`config.mk`:
```
export PLATFORM = sky130hd
export DESIGN_NAME = tower_damage_queue
export DESIGN_NICKNAME = d
export VERILOG_FILES = /design/src/rtl/tower_pkg.sv /design/src/rtl/damage_fifo.sv /design/src/rtl/tower_damage_queue.sv
export SDC_FILE = /design/constraint.sdc
export NUM_CORES = 1
export LEC_CHECK = 0
export CAP_MARGIN = 20
export CORE_UTILIZATION = 58
export CTS_CLUSTER_SIZE = 8
export DETAILED_ROUTE_END_ITERATION = 6
export HOLD_SLACK_MARGIN = 0.06
export PLACE_DENSITY_LB_ADDON = 0.12
export SYNTH_ARGS = -nofsm -noshare
export SYNTH_HDL_FRONTEND = slang
export SYNTH_SLANG_ARGS = --single-unit
export TNS_END_PERCENT = 5
```
`constraint.sdc`:
```
create_clock -name clk -period 7.9 [get_ports clk]
set_input_delay 1.58 -clock clk [delete_from_list [all_inputs] [get_ports clk]]
set_output_delay 1.58 -clock clk [all_outputs]
set_load 0.1 [all_outputs]
```
`src/rtl/tower_pkg.sv`:
```
// Shared definitions for the tower and its upstream damage queue.
package tower_pkg;

    localparam int unsigned TOWER_DMG_W = 8;

    typedef enum logic [2:0] {
        QI     = 3'b100,
        QRun   = 3'b010,
        QFlush = 3'b001
    } q_state_t;

endpackage

```
`src/rtl/damage_fifo.sv`:
```
// Synchronous FIFO with combinational head output and single-cycle clear.
module damage_fifo #(
    parameter int unsigned DEPTH = 8,
    parameter int unsigned WIDTH = 8
) (
    input  logic                   clk,
    input  logic                   reset,
    input  logic                   push,
    input  logic                   pop,
    input  logic                   clear,
    input  logic [WIDTH-1:0]       din,
    output logic [WIDTH-1:0]       dout,
    output logic [$clog2(DEPTH):0] count,
    output logic                   full,
    output logic                   empty
);
    localparam int unsigned AW = $clog2(DEPTH);

    logic [WIDTH-1:0] mem [DEPTH];
    logic [AW-1:0]    wptr, rptr;
    logic             do_push, do_pop;

    assign full    = (count == ($clog2(DEPTH)+1)'(DEPTH));
    assign empty   = (count == '0);
    assign do_pop  = pop && !empty;
    // A full FIFO still accepts a push when the head leaves in the same cycle.
    assign do_push = push && (!full || do_pop);
    assign dout    = mem[rptr];

    always_ff @(posedge clk) begin
        if (do_push && !clear)
            mem[wptr] <= din;
    end

    always_ff @(posedge clk or negedge reset) begin
        if (!reset) begin
            wptr  <= '0;
            rptr  <= '0;
            count <= '0;
        end else if (clear) begin
            wptr  <= '0;
            rptr  <= '0;
            count <= '0;
        end else begin
            if (do_push) wptr <= wptr + AW'(1);
            if (do_pop)  rptr <= rptr + AW'(1);
            if (do_push && !do_pop)
                count <= count + 1'b1;
            else if (do_pop && !do_push)
                count <= count - 1'b1;
        end
    end

endmodule

```
`src/rtl/tower_damage_queue.sv`:
```
// Round-robin collector of unit damage requests; releases one buffered hit per game tick.
module tower_damage_queue
    import tower_pkg::*;
#(
    parameter int unsigned N_UNITS = 4,
    parameter int unsigned DEPTH   = 8,
    parameter int unsigned DMG_W   = TOWER_DMG_W
) (
    input  logic                     clk,
    input  logic                     reset,
    input  logic                     gameTick,
    input  logic                     startLevel,
    input  logic                     towerDead,
    input  logic [N_UNITS-1:0]       attackReq,
    input  logic [N_UNITS*DMG_W-1:0] attackDmg,
    output logic [N_UNITS-1:0]       attackAck,
    output logic [DMG_W-1:0]         damageOut,
    output logic                     attackSCEN,
    output logic [$clog2(DEPTH):0]   queueCount
);
    localparam int unsigned PW = $clog2(N_UNITS);

    q_state_t      state, state_nxt;
    logic [PW-1:0] rrPtr, rr_nxt;
    logic [PW-1:0] gnt, idx;
    logic          found;
    logic          push, pop, clear, full, empty;
    logic [DMG_W-1:0] head;

    always_comb begin
        found = 1'b0;
        gnt   = '0;
        idx   = '0;
        for (int unsigned k = 0; k < N_UNITS; k++) begin
            idx = PW'((32'(rrPtr) + k) % N_UNITS);
            if (!found && attackReq[idx]) begin
                found = 1'b1;
                gnt   = idx;
            end
        end
    end

    always_comb begin
        state_nxt = state;
        rr_nxt    = rrPtr;
        push      = 1'b0;
        pop       = 1'b0;
        clear     = 1'b0;
        attackAck = '0;
        unique case (state)
            QI: if (startLevel) state_nxt = QRun;
            QRun: begin
                if (towerDead) begin
                    state_nxt = QFlush;
                end else begin
                    pop = gameTick && !empty;
                    if (found && (!full || pop)) begin
                        push           = 1'b1;
                        attackAck[gnt] = 1'b1;
                        rr_nxt = (gnt == PW'(N_UNITS-1)) ? '0 : gnt + PW'(1);
                    end
                end
            end
            QFlush: begin
                clear     = 1'b1;
                rr_nxt    = '0;
                state_nxt = QI;
            end
            default: state_nxt = QI;
        endcase
    end

    always_ff @(posedge clk or negedge reset) begin
        if (!reset) begin
            state      <= QI;
            rrPtr      <= '0;
            attackSCEN <= 1'b0;
            damageOut  <= '0;
        end else begin
            state      <= state_nxt;
            rrPtr      <= rr_nxt;
            attackSCEN <= pop;
            if (pop) damageOut <= head;
        end
    end

    damage_fifo #(
        .DEPTH (DEPTH),
        .WIDTH (DMG_W)
    ) u_fifo (
        .clk   (clk),
        .reset (reset),
        .push  (push),
        .pop   (pop),
        .clear (clear),
        .din   (attackDmg[32'(gnt)*DMG_W +: DMG_W]),
        .dout  (head),
        .count (queueCount),
        .full  (full),
        .empty (empty)
    );

endmodule

```
==> results of run 1 <==
==> power by group through the flow <==
stage               combinational, uW  clock (uW)  sequential, uW
detailed placement                670           0             699
CTS                               673         325             689
finish                            697         318             674
global placement                  654           0             694
global route                      751         343             685
floorplan                         337           0             866
==> how the worst min path moves through the flow <==
stage	startpoint	end	depth (start not counted)
4_1_cts	state[0]	state[1]	1
2_1_floorplan	state[0]	state[1]	1
3_3_place_gp	damageOut[6]	damageOut[6]	2
5_1_grt	rrPtr[0]	rrPtr[0]	2
3_5_place_dp	damageOut[1]	damageOut[1]	2
6_report	state[0]	state[1]	1
==> cells by family after synthesis <==
family                   count (synthesis)
AO/OA/AOI/OAI                           28
XOR/XNOR                                 5
buffers and inverters                   23
flip-flops                              88
multiplexers                            51
adder cells (fa/ha/maj)                  9
AND/OR/NAND/NOR                         53
==> cell type report <==
type                    count  share of cell area (%)
clock buffers               9                    2.54
clock inverters             7                    1.72
inverters                  10                   0.770
multi-input cells         146                    27.6
flip-flops and latches     88                    51.8
well taps                  77                    1.98
repair buffers             66                    13.7
==> per-stage QoR <==
stage,cell area [um^2],power (uW),utilization (%),worst slack [ps]
6_report,4870,1690,75.5,1910
2_1_floorplan,3970,1200,-,2880
3_3_place_gp,4620,1350,71.6,1970
5_1_grt,4870,1780,75.5,1750
4_1_cts,4830,1690,74.8,1900
3_5_place_dp,4620,1370,71.6,1910
==> sequential cells by signal, summed over array words and instances (netlist names) <==
name / cells
u_fifo.count: 4
state: 3
attackSCEN: 1
rrPtr: 2
u_fifo.rptr: 3
damageOut: 8
u_fifo.mem: 64
u_fifo.wptr: 3
==> worst max-delay path, cell delays in order <==
cell	delay [ps]
clkdlybuf4s50_1	530
inv_1	80
a221o_1	300
a22oi_2	140
buf_4	310
ha_1	200
and2_1	120
clkdlybuf4s50_1	1130
==> layout by cell type (no fill, tap or decap), types with 2 or more instances in the layout <==
cell type | Yosys | layout
a21o_1 | 3 | 3
xnor2_1 | 2 | 2
clkdlybuf4s50_1 | 0 | 57
xor2_1 | 3 | 3
nand2_1 | 14 | 14
inv_1 | 9 | 9
nor3b_1 | 5 | 5
clkbuf_8 | 0 | 9
ha_1 | 8 | 8
buf_4 | 1 | 7
mux4_2 | 16 | 16
mux2i_1 | 34 | 34
edfxtp_1 | 64 | 64
nand2b_1 | 2 | 2
dfrtp_1 | 23 | 23
nor2_1 | 17 | 17
and2_1 | 5 | 5
a221o_1 | 2 | 2
a21oi_1 | 10 | 10
nor3_1 | 2 | 2
inv_6 | 0 | 4
o21ai_0 | 3 | 3
o2bb2ai_1 | 3 | 3
o21a_1 | 2 | 2
==> per-layer routing <==
metal,share of wire (%),up-vias,GRT usage (%)
met5,0,-,0
met4,0.82,0,10.0
met3,4.6,6,3.64
met2,49,78,33.9
met1,45,1123,30.6
li1,-,1100,-
==> results.sh, run 1 <==
export IMPL_final_cells=403
export IMPL_reg2reg_depth=10
export IMPL_multi_input_area_um2=1340
export IMPL_finalSetupTns_ps=0
export IMPL_cp_arrival_ps=4410
export IMPL_grt_total_usage_pct=21.8
export IMPL_finalClockSkew_ps=8.04
export IMPL_coreArea_um2=6460
export IMPL_synth_top_family_by_area="multiplexers"
export IMPL_drive_above_1_share_pct=14.4
export IMPL_synth_edf_count=64
export IMPL_port_buffers=57
export IMPL_layout_nets=371
export IMPL_place_gp_congestion=0.794
export IMPL_syn_inst=257
export IMPL_yosys_area_share_adder_pct=3.03
export IMPL_ys_seq_area_share_pct=63.6
export IMPL_cts_resized=0
export IMPL_power_internal_uw=1010
export IMPL_routedWlPerCell_um=17.3
export IMPL_die_h_um=84.7
export IMPL_grt_pass1_wl_um=11600
export IMPL_postCtsHoldBufs=0
export IMPL_ys_warn_count=0
export IMPL_cp_max_fo=20
export IMPL_synth_area_leaders="edfxtp_1 48%, dfrtp_1 15%, mux4_2 9.1%, mux2i_1 8.6%, ha_1 2.5%"
export IMPL_p_clk_share_pct=18.8
export IMPL_synth_top_area_cell="edfxtp_1"
export IMPL_power_switching_uw=675
export IMPL_dr_pass1_iters=6
export IMPL_ir_drop_mv=0.202
export IMPL_reg2reg_from="state[0]"
export IMPL_max_cap_viol_count=0
export IMPL_cts_buffers=9
export IMPL_cts_tree="yes"
export IMPL_grt_max_degree=26
export IMPL_cts_setup_buffers=0
export IMPL_timing_hold_ws_ps=528
export IMPL_synth_top_cell_area_share_pct=48.4
export IMPL_synth_xor_area_share_pct=1.10
export IMPL_r2r_setup_slack_ps=4620
export IMPL_seq_power_share_pct=39.9
export IMPL_cts_path_max_buffers=2
export IMPL_via_count=2307
export IMPL_ys_ff_latch=88
export IMPL_max_slew_margin_pct=34.7
export IMPL_power_density_nw_per_um2=346
export IMPL_clk_pin_slew_worst_paths_ps=80
export IMPL_r2r_end="u_fifo.count[3]"
export IMPL_cp_end_kind="output port"
export IMPL_initial_core_util_pct=61.4
export IMPL_swShare_pct=40.0
export IMPL_muxShareOfSynthArea_pct=17.9
export IMPL_critPathCapture="attackAck[3]"
export IMPL_h_tree_depth=3
export IMPL_drt_iter0_markers=134
export IMPL_period_needed_ps=5990
export IMPL_criticalPathCategory="in -> out"
export IMPL_hpwlAfterDp_um=4850
export IMPL_synth_simple_area_share_pct=6.72
export IMPL_insertedDiodeCount=0
export IMPL_p_leak_uw=0.00179
export IMPL_dp_cells=385
export IMPL_dieWidth_um=84.7
export IMPL_fmax_ghz=0.167
export IMPL_synthArstFlopShare_pct=27.3
export IMPL_die_area_um2=7170
export IMPL_viasPerCell=5.72
export IMPL_status="finished clean"
export IMPL_cts_root_buf="clkbuf_8"
export IMPL_setup_violations=0
export IMPL_cts_sink_count=88
export IMPL_worstPathRequired_ps=6320
export IMPL_tightest_slew_ps=977
export IMPL_rsz0062_at_grt="false"
export IMPL_hold_violations=0
export IMPL_hold_class="reg -> reg"
export IMPL_synth_compound_area_share_pct=4.95
export IMPL_comb_power_share_pct=41.3
export IMPL_yosys_cell_types_count=42
export IMPL_n_fill_cell=392
export IMPL_regArea_um2=2520
export IMPL_synthTopCellsByCount="64 x edfxtp_1, 34 x mux2i_1, 23 x dfrtp_1"
export IMPL_drt_wl_total_um=6980
export IMPL_avgSynthCellArea_um2=15.4
export IMPL_insertion_delay_ps=350
export IMPL_synth_most_common_cell="edfxtp_1"
export IMPL_cp_start_kind="primary input"
export IMPL_area_growth_pct=22.9
export IMPL_startpoint="attackReq[1]"
export IMPL_grt_ovfl_total=0
export IMPL_grt_pass1_vias=2323
export IMPL_antenna_found_initial=0
export IMPL_synth_area_um2=3970
export IMPL_syn_nets=307
export IMPL_io_pins=58
export IMPL_post_route_drc_count=0
export IMPL_num_rows=29
export IMPL_finalMaxSlewViolations=0
export IMPL_fin_crit_sh_pct=75.8
export IMPL_synth_ff_type="edfxtp_1"
export IMPL_ant_nets=0
(Power assumes the default switching activity.)
==> run 2, diff against run 1 <==
--- a/config.mk
+++ b/config.mk
@@ -6,7 +6,7 @@
 export NUM_CORES = 1
 export LEC_CHECK = 0
 export CAP_MARGIN = 20
-export CORE_UTILIZATION = 58
+export CORE_UTILIZATION = 54
 export CTS_CLUSTER_SIZE = 8
 export DETAILED_ROUTE_END_ITERATION = 6
 export HOLD_SLACK_MARGIN = 0.06
==> constraint.sdc (replaced) <==
create_clock -name clk -period 5.7 [get_ports clk]
set_input_delay 1.14 -clock clk [delete_from_list [all_inputs] [get_ports clk]]
set_output_delay 1.14 -clock clk [all_outputs]
set_load 0.1 [all_outputs]
==> results.sh, run 2 (synthesized netlist as in run 1, its figures left out) <==
export IMPL_status="finished clean"
export IMPL_fin_ws_ps=1410
export IMPL_power_density_nw_per_um2=474
export IMPL_finalClockSkew_ps=10.8
export IMPL_p_leak_uw=0.00180
export IMPL_die_area_um2=7690
export IMPL_power_internal_uw=1400
export IMPL_timing_hold_ws_ps=512
export IMPL_ant_nets=0
export IMPL_fin_crit_sh_pct=75.3
export IMPL_area_growth_pct=23.3
export IMPL_critPathMaxStageDelay_ps=520
export IMPL_seq_power_share_pct=40.1
export IMPL_viasPerCell=5.42
export IMPL_grt_pass1_wl_um=11100
export IMPL_via_count=2296
export IMPL_finalMaxSlewViolations=0
export IMPL_die_h_um=87.7
export IMPL_tightest_slew_ps=977
export IMPL_num_rows=30
export IMPL_crit_cells=9
export IMPL_finalSetupTns_ps=0
export IMPL_cts_tree="yes"
export IMPL_place_gp_congestion=0.728
export IMPL_layout_common_cells="64 x edfxtp_1, 53 x clkdlybuf4s50_1, 34 x mux2i_1"
export IMPL_dp_slack_ps=1390
export IMPL_drt_iter0_markers=128
export IMPL_hold_class="reg -> reg"
export IMPL_crit_slowest_cell="clkdlybuf4s50_1"
export IMPL_drive_above_1_share_pct=15.9
export IMPL_dr_pass1_iters=4
export IMPL_largest_reg_flops=64
export IMPL_cts_resized=0
export IMPL_p_clk_share_pct=18.1
export IMPL_io_pins=58
export IMPL_grt_ovfl_total=0
export IMPL_crit_chain="clkdlybuf4s50_1, inv_1, a221o_1, a22oi_2, buf_4, inv_1, ha_1, and2_1, buf_4"
export IMPL_criticalPathCategory="in -> out"
export IMPL_cts_path_max_buffers=2
export IMPL_cp_max_fo=20
export IMPL_cts_root_buf="clkbuf_8"
export IMPL_hold_violations=0
export IMPL_setup_violations=0
export IMPL_port_buffers=57
export IMPL_max_slew_margin_pct=34.6
export IMPL_swShare_pct=39.7
export IMPL_clk_pin_slew_worst_paths_ps=90
export IMPL_insertedDiodeCount=0
export IMPL_insertion_delay_ps=350
export IMPL_period_needed_ps=4290
export IMPL_layout_nets=373
export IMPL_worstPathRequired_ps=4560
export IMPL_antenna_found_initial=0
export IMPL_dieWidth_um=87.7
export IMPL_cp_arrival_ps=3150
export IMPL_coreArea_um2=6940
export IMPL_grt_total_usage_pct=20.2
export IMPL_drt_wl_total_um=6770
export IMPL_cp_num_buf_inv=5
export IMPL_grt_pass1_vias=2245
export IMPL_comb_power_share_pct=41.9
export IMPL_h_tree_depth=3
export IMPL_cpLargestDelayFamily="buffers and inverters"
export IMPL_top_regs="u_fifo.mem x64, damageOut x8, u_fifo.count x4"
export IMPL_max_cap_viol_count=0
export IMPL_ir_drop_mv=0.207
export IMPL_power_switching_uw=923
export IMPL_cts_buffers=9
export IMPL_largest_register="u_fifo.mem"
export IMPL_grt_max_degree=26
export IMPL_routedWlPerCell_um=16.0
export IMPL_min_path_cells=1
export IMPL_cts_sink_count=88
export IMPL_cp_start_kind="primary input"
export IMPL_postCtsHoldBufs=0
export IMPL_rsz0062_at_grt="false"
export IMPL_cp_end_kind="output port"
export IMPL_initial_core_util_pct=57.1
export IMPL_final_common_cell="edfxtp_1"
export IMPL_post_route_drc_count=0
export IMPL_reg2reg_depth=11
export IMPL_hpwlAfterDp_um=4800
export IMPL_fmax_ghz=0.233
export IMPL_cts_setup_buffers=0
## run 2: changes by cell type in the layout (fill, tap and decap cells not counted), sizes merged
cell           delta
buf               +6
clkbuf            +1
clkdlybuf4s50     -4
clkinv            +3
inv               -4
## run 2: area by class of cell
cell class	instances	area [um^2]
flip-flops and latches	88	2520
fillers	462	2050
multi-input cells	146	1340
repair buffers	68	671
clock buffers	10	128
well taps	96	120
clock inverters	6	68.8
inverters	10	37.5
## run 2: routing by layer
| metal | track usage (%) | vias to the layer above | share of wire [%] |
|---|---|---|---|
| li1 | - | 1106 | - |
| met1 | 28.7 | 1110 | 50 |
| met2 | 30.2 | 74 | 45 |
| met3 | 3.96 | 6 | 3.7 |
| met4 | 9.39 | 0 | 1.7 |
| met5 | 0 | - | 0 |
## run 2: worst reg2reg max path, delay by kind of cell, from the launching register on
kind / cells / cell delay (ps)
simple gates: 3 / 1080
fa+ha+maj: 1 / 230
compound gates: 5 / 880
flops: 1 / 430
buf+inv: 2 / 350
## run 2: stage by stage
stage	area (um^2)	cells	total power, uW	util (%)
after detailed placement	4680	407	1920	67.4
final	4890	424	2320	70.5
after CTS	4880	423	2340	70.2
after global placement	4650	406	1880	67.0
after global routing	4890	424	2440	70.5
after floorplan	3970	257	1670	-
## run 2: worst paths after layout
check                              from         endpoint  slack, ps
setup reg to reg               state[0]  u_fifo.count[3]       2670
setup / recovery           attackReq[1]     attackAck[0]       1410
hold reg to reg                state[0]         state[1]        510
hold / removal                 state[0]         state[1]        510
min in group asynchronous         reset         state[1]       1180
max in group asynchronous         reset     damageOut[2]       4010
## run 2: power groups by stage
stage / registers [uW] / clock network [uW] / logic, uW
after floorplan: 1200 / 0 / 467
after global placement: 966 / 0 / 910
after detailed placement: 946 / 0 / 973
after CTS: 933 / 425 / 978
after global routing: 946 / 453 / 1040
final: 931 / 419 / 972
==> run 3, diff against run 2 <==
==> constraint.sdc (replaced) <==
create_clock -name clk -period 4.2 [get_ports clk]
set_input_delay 0.84 -clock clk [delete_from_list [all_inputs] [get_ports clk]]
set_output_delay 0.84 -clock clk [all_outputs]
set_load 0.1 [all_outputs]
==> results.sh, run 3 (synthesized netlist as in run 1, its figures left out) <==
export IMPL_swShare_pct=38.9
export IMPL_final_common_cell="edfxtp_1"
export IMPL_criticalPathCategory="in -> out"
export IMPL_routedWlPerCell_um=16.6
export IMPL_finalClockSkew_ps=15.9
export IMPL_postCtsHoldBufs=0
export IMPL_layout_nets=375
export IMPL_initial_core_util_pct=57.1
export IMPL_die_h_um=87.7
export IMPL_io_pins=58
export IMPL_largest_reg_flops=64
export IMPL_seq_power_share_pct=39.3
export IMPL_grt_pass1_vias=2268
export IMPL_cts_buffers=9
export IMPL_cp_arrival_ps=2730
export IMPL_crit_chain="clkdlybuf4s50_1, nor4b_1, o311a_1, buf_4, and2_1, buf_12"
export IMPL_place_gp_congestion=0.699
export IMPL_final_cells=426
export IMPL_die_area_um2=7690
export IMPL_cp_end_kind="output port"
export IMPL_post_route_drc_count=0
export IMPL_clk_pin_slew_worst_paths_ps=90
export IMPL_period_needed_ps=3570
export IMPL_tightest_slew_ps=972
export IMPL_finalMaxSlewViolations=0
export IMPL_drt_wl_total_um=7080
export IMPL_hold_violations=0
export IMPL_cts_setup_buffers=0
export IMPL_cp_start_kind="primary input"
export IMPL_reg2reg_from="state[0]"
export IMPL_worstPathRequired_ps=3360
export IMPL_antenna_found_initial=0
export IMPL_insertedDiodeCount=0
export IMPL_setup_violations=0
export IMPL_cts_root_buf="clkbuf_8"
export IMPL_ir_drop_mv=0.341
export IMPL_h_tree_depth=3
export IMPL_rsz0062_at_grt="false"
export IMPL_drive_above_1_share_pct=16.1
export IMPL_max_slew_margin_pct=35.0
export IMPL_num_rows=30
export IMPL_grt_max_degree=25
export IMPL_insertion_delay_ps=350
export IMPL_dr_pass1_iters=4
export IMPL_min_to="state[1]"
export IMPL_status="finished clean"
export IMPL_reg2reg_depth=10
export IMPL_grt_total_usage_pct=20.6
export IMPL_top_regs="u_fifo.mem x64, damageOut x8, u_fifo.count x4"
export IMPL_cts_sink_count=88
export IMPL_layout_common_cells="64 x edfxtp_1, 53 x clkdlybuf4s50_1, 34 x mux2i_1"
export IMPL_ant_nets=0
export IMPL_r2r_end="u_fifo.count[3]"
export IMPL_viasPerCell=5.41
export IMPL_dp_cells=408
export IMPL_drt_iter0_markers=175
export IMPL_grt_pass1_wl_um=11300
export IMPL_area_growth_pct=25.5
export IMPL_hold_class="reg -> reg"
export IMPL_max_cap_viol_count=0
export IMPL_grt_ovfl_total=0
export IMPL_fmax_ghz=0.280
export IMPL_power_switching_uw=1250
export IMPL_largest_register="u_fifo.mem"
export IMPL_finalSetupTns_ps=0
export IMPL_cts_tree="yes"
export IMPL_cts_resized=0
export IMPL_min_path_cells=1
export IMPL_crit_slowest_cell="nor4b_1"
export IMPL_r2r_setup_slack_ps=1260
export IMPL_coreArea_um2=6940
export IMPL_fin_crit_sh_pct=84.9
export IMPL_dieWidth_um=87.7
export IMPL_critPathMaxStageDelay_ps=540
export IMPL_comb_power_share_pct=41.3
export IMPL_power_internal_uw=1960
export IMPL_port_buffers=57
export IMPL_cp_max_fo=18
export IMPL_power_density_nw_per_um2=646
export IMPL_cts_path_max_buffers=2
export IMPL_via_count=2303
export IMPL_p_clk_share_pct=19.4
export IMPL_hpwlAfterDp_um=5020
export IMPL_timing_hold_ws_ps=512
export IMPL_p_leak_uw=0.00184
export IMPL_hp_start="state[0]"
==> run 3: cell count changes in the layout (fill, tap and decap cells not counted), sizes merged <==
cell,previous run,this run
buf,15,17
bufinv,1,2
clkinvlp,1,0
inv,11,12
clkinv,3,2
==> run 3: routing by layer <==
layer	routed length, um	global-route usage [%]
met4	121	10.3
met1	3130	28.0
met3	384	3.20
met2	3450	32.6
met5	0	0
==> run 3: worst max-delay path, delay by kind of cell <==
| family | cells | cell delay, ps |
|---|---|---|
| AO/OA/AOI/OAI | 1 | 280 |
| buffers and inverters | 3 | 850 |
| AND/OR/NAND/NOR | 2 | 750 |
==> run 3: final cells by class <==
| class | instances | area, um^2 |
|---|---|---|
| sequential | 88 | 2520 |
| fill | 444 | 1970 |
| multi-input combinational | 146 | 1340 |
| timing repair buffer | 70 | 736 |
| clock buffer | 10 | 128 |
| tap | 96 | 120 |
| clock inverter | 6 | 90.1 |
| inverter | 10 | 37.5 |
==> run 3: through the flow <==
step	setup slack, ps	instance area (um^2)	util [%]	total power (uW)
global placement	629	4720	67.9	2550
floorplan	661	3970	-	2260
global route	487	4980	71.7	3380
CTS	666	4940	71.1	3210
finish	633	4980	71.7	3220
detailed placement	488	4720	67.9	2590
==> run 3: power groups by stage <==
stage / logic [uW] / registers [uW] / clock network [uW]
after floorplan: 634 / 1630 / 0
after global placement: 1240 / 1310 / 0
after detailed placement: 1270 / 1320 / 0
after CTS: 1280 / 1300 / 635
after global routing: 1420 / 1280 / 670
final: 1330 / 1270 / 623
==> run 3: worst max path at each step <==
stage,to,depth (start not counted),startpoint
final,attackAck[2],6,towerDead
after global routing,attackAck[2],6,towerDead
after CTS,attackAck[2],8,attackReq[1]
after detailed placement,u_fifo.count[3],11,towerDead
after global placement,u_fifo.count[3],11,towerDead
after floorplan,attackAck[1],7,attackReq[3]
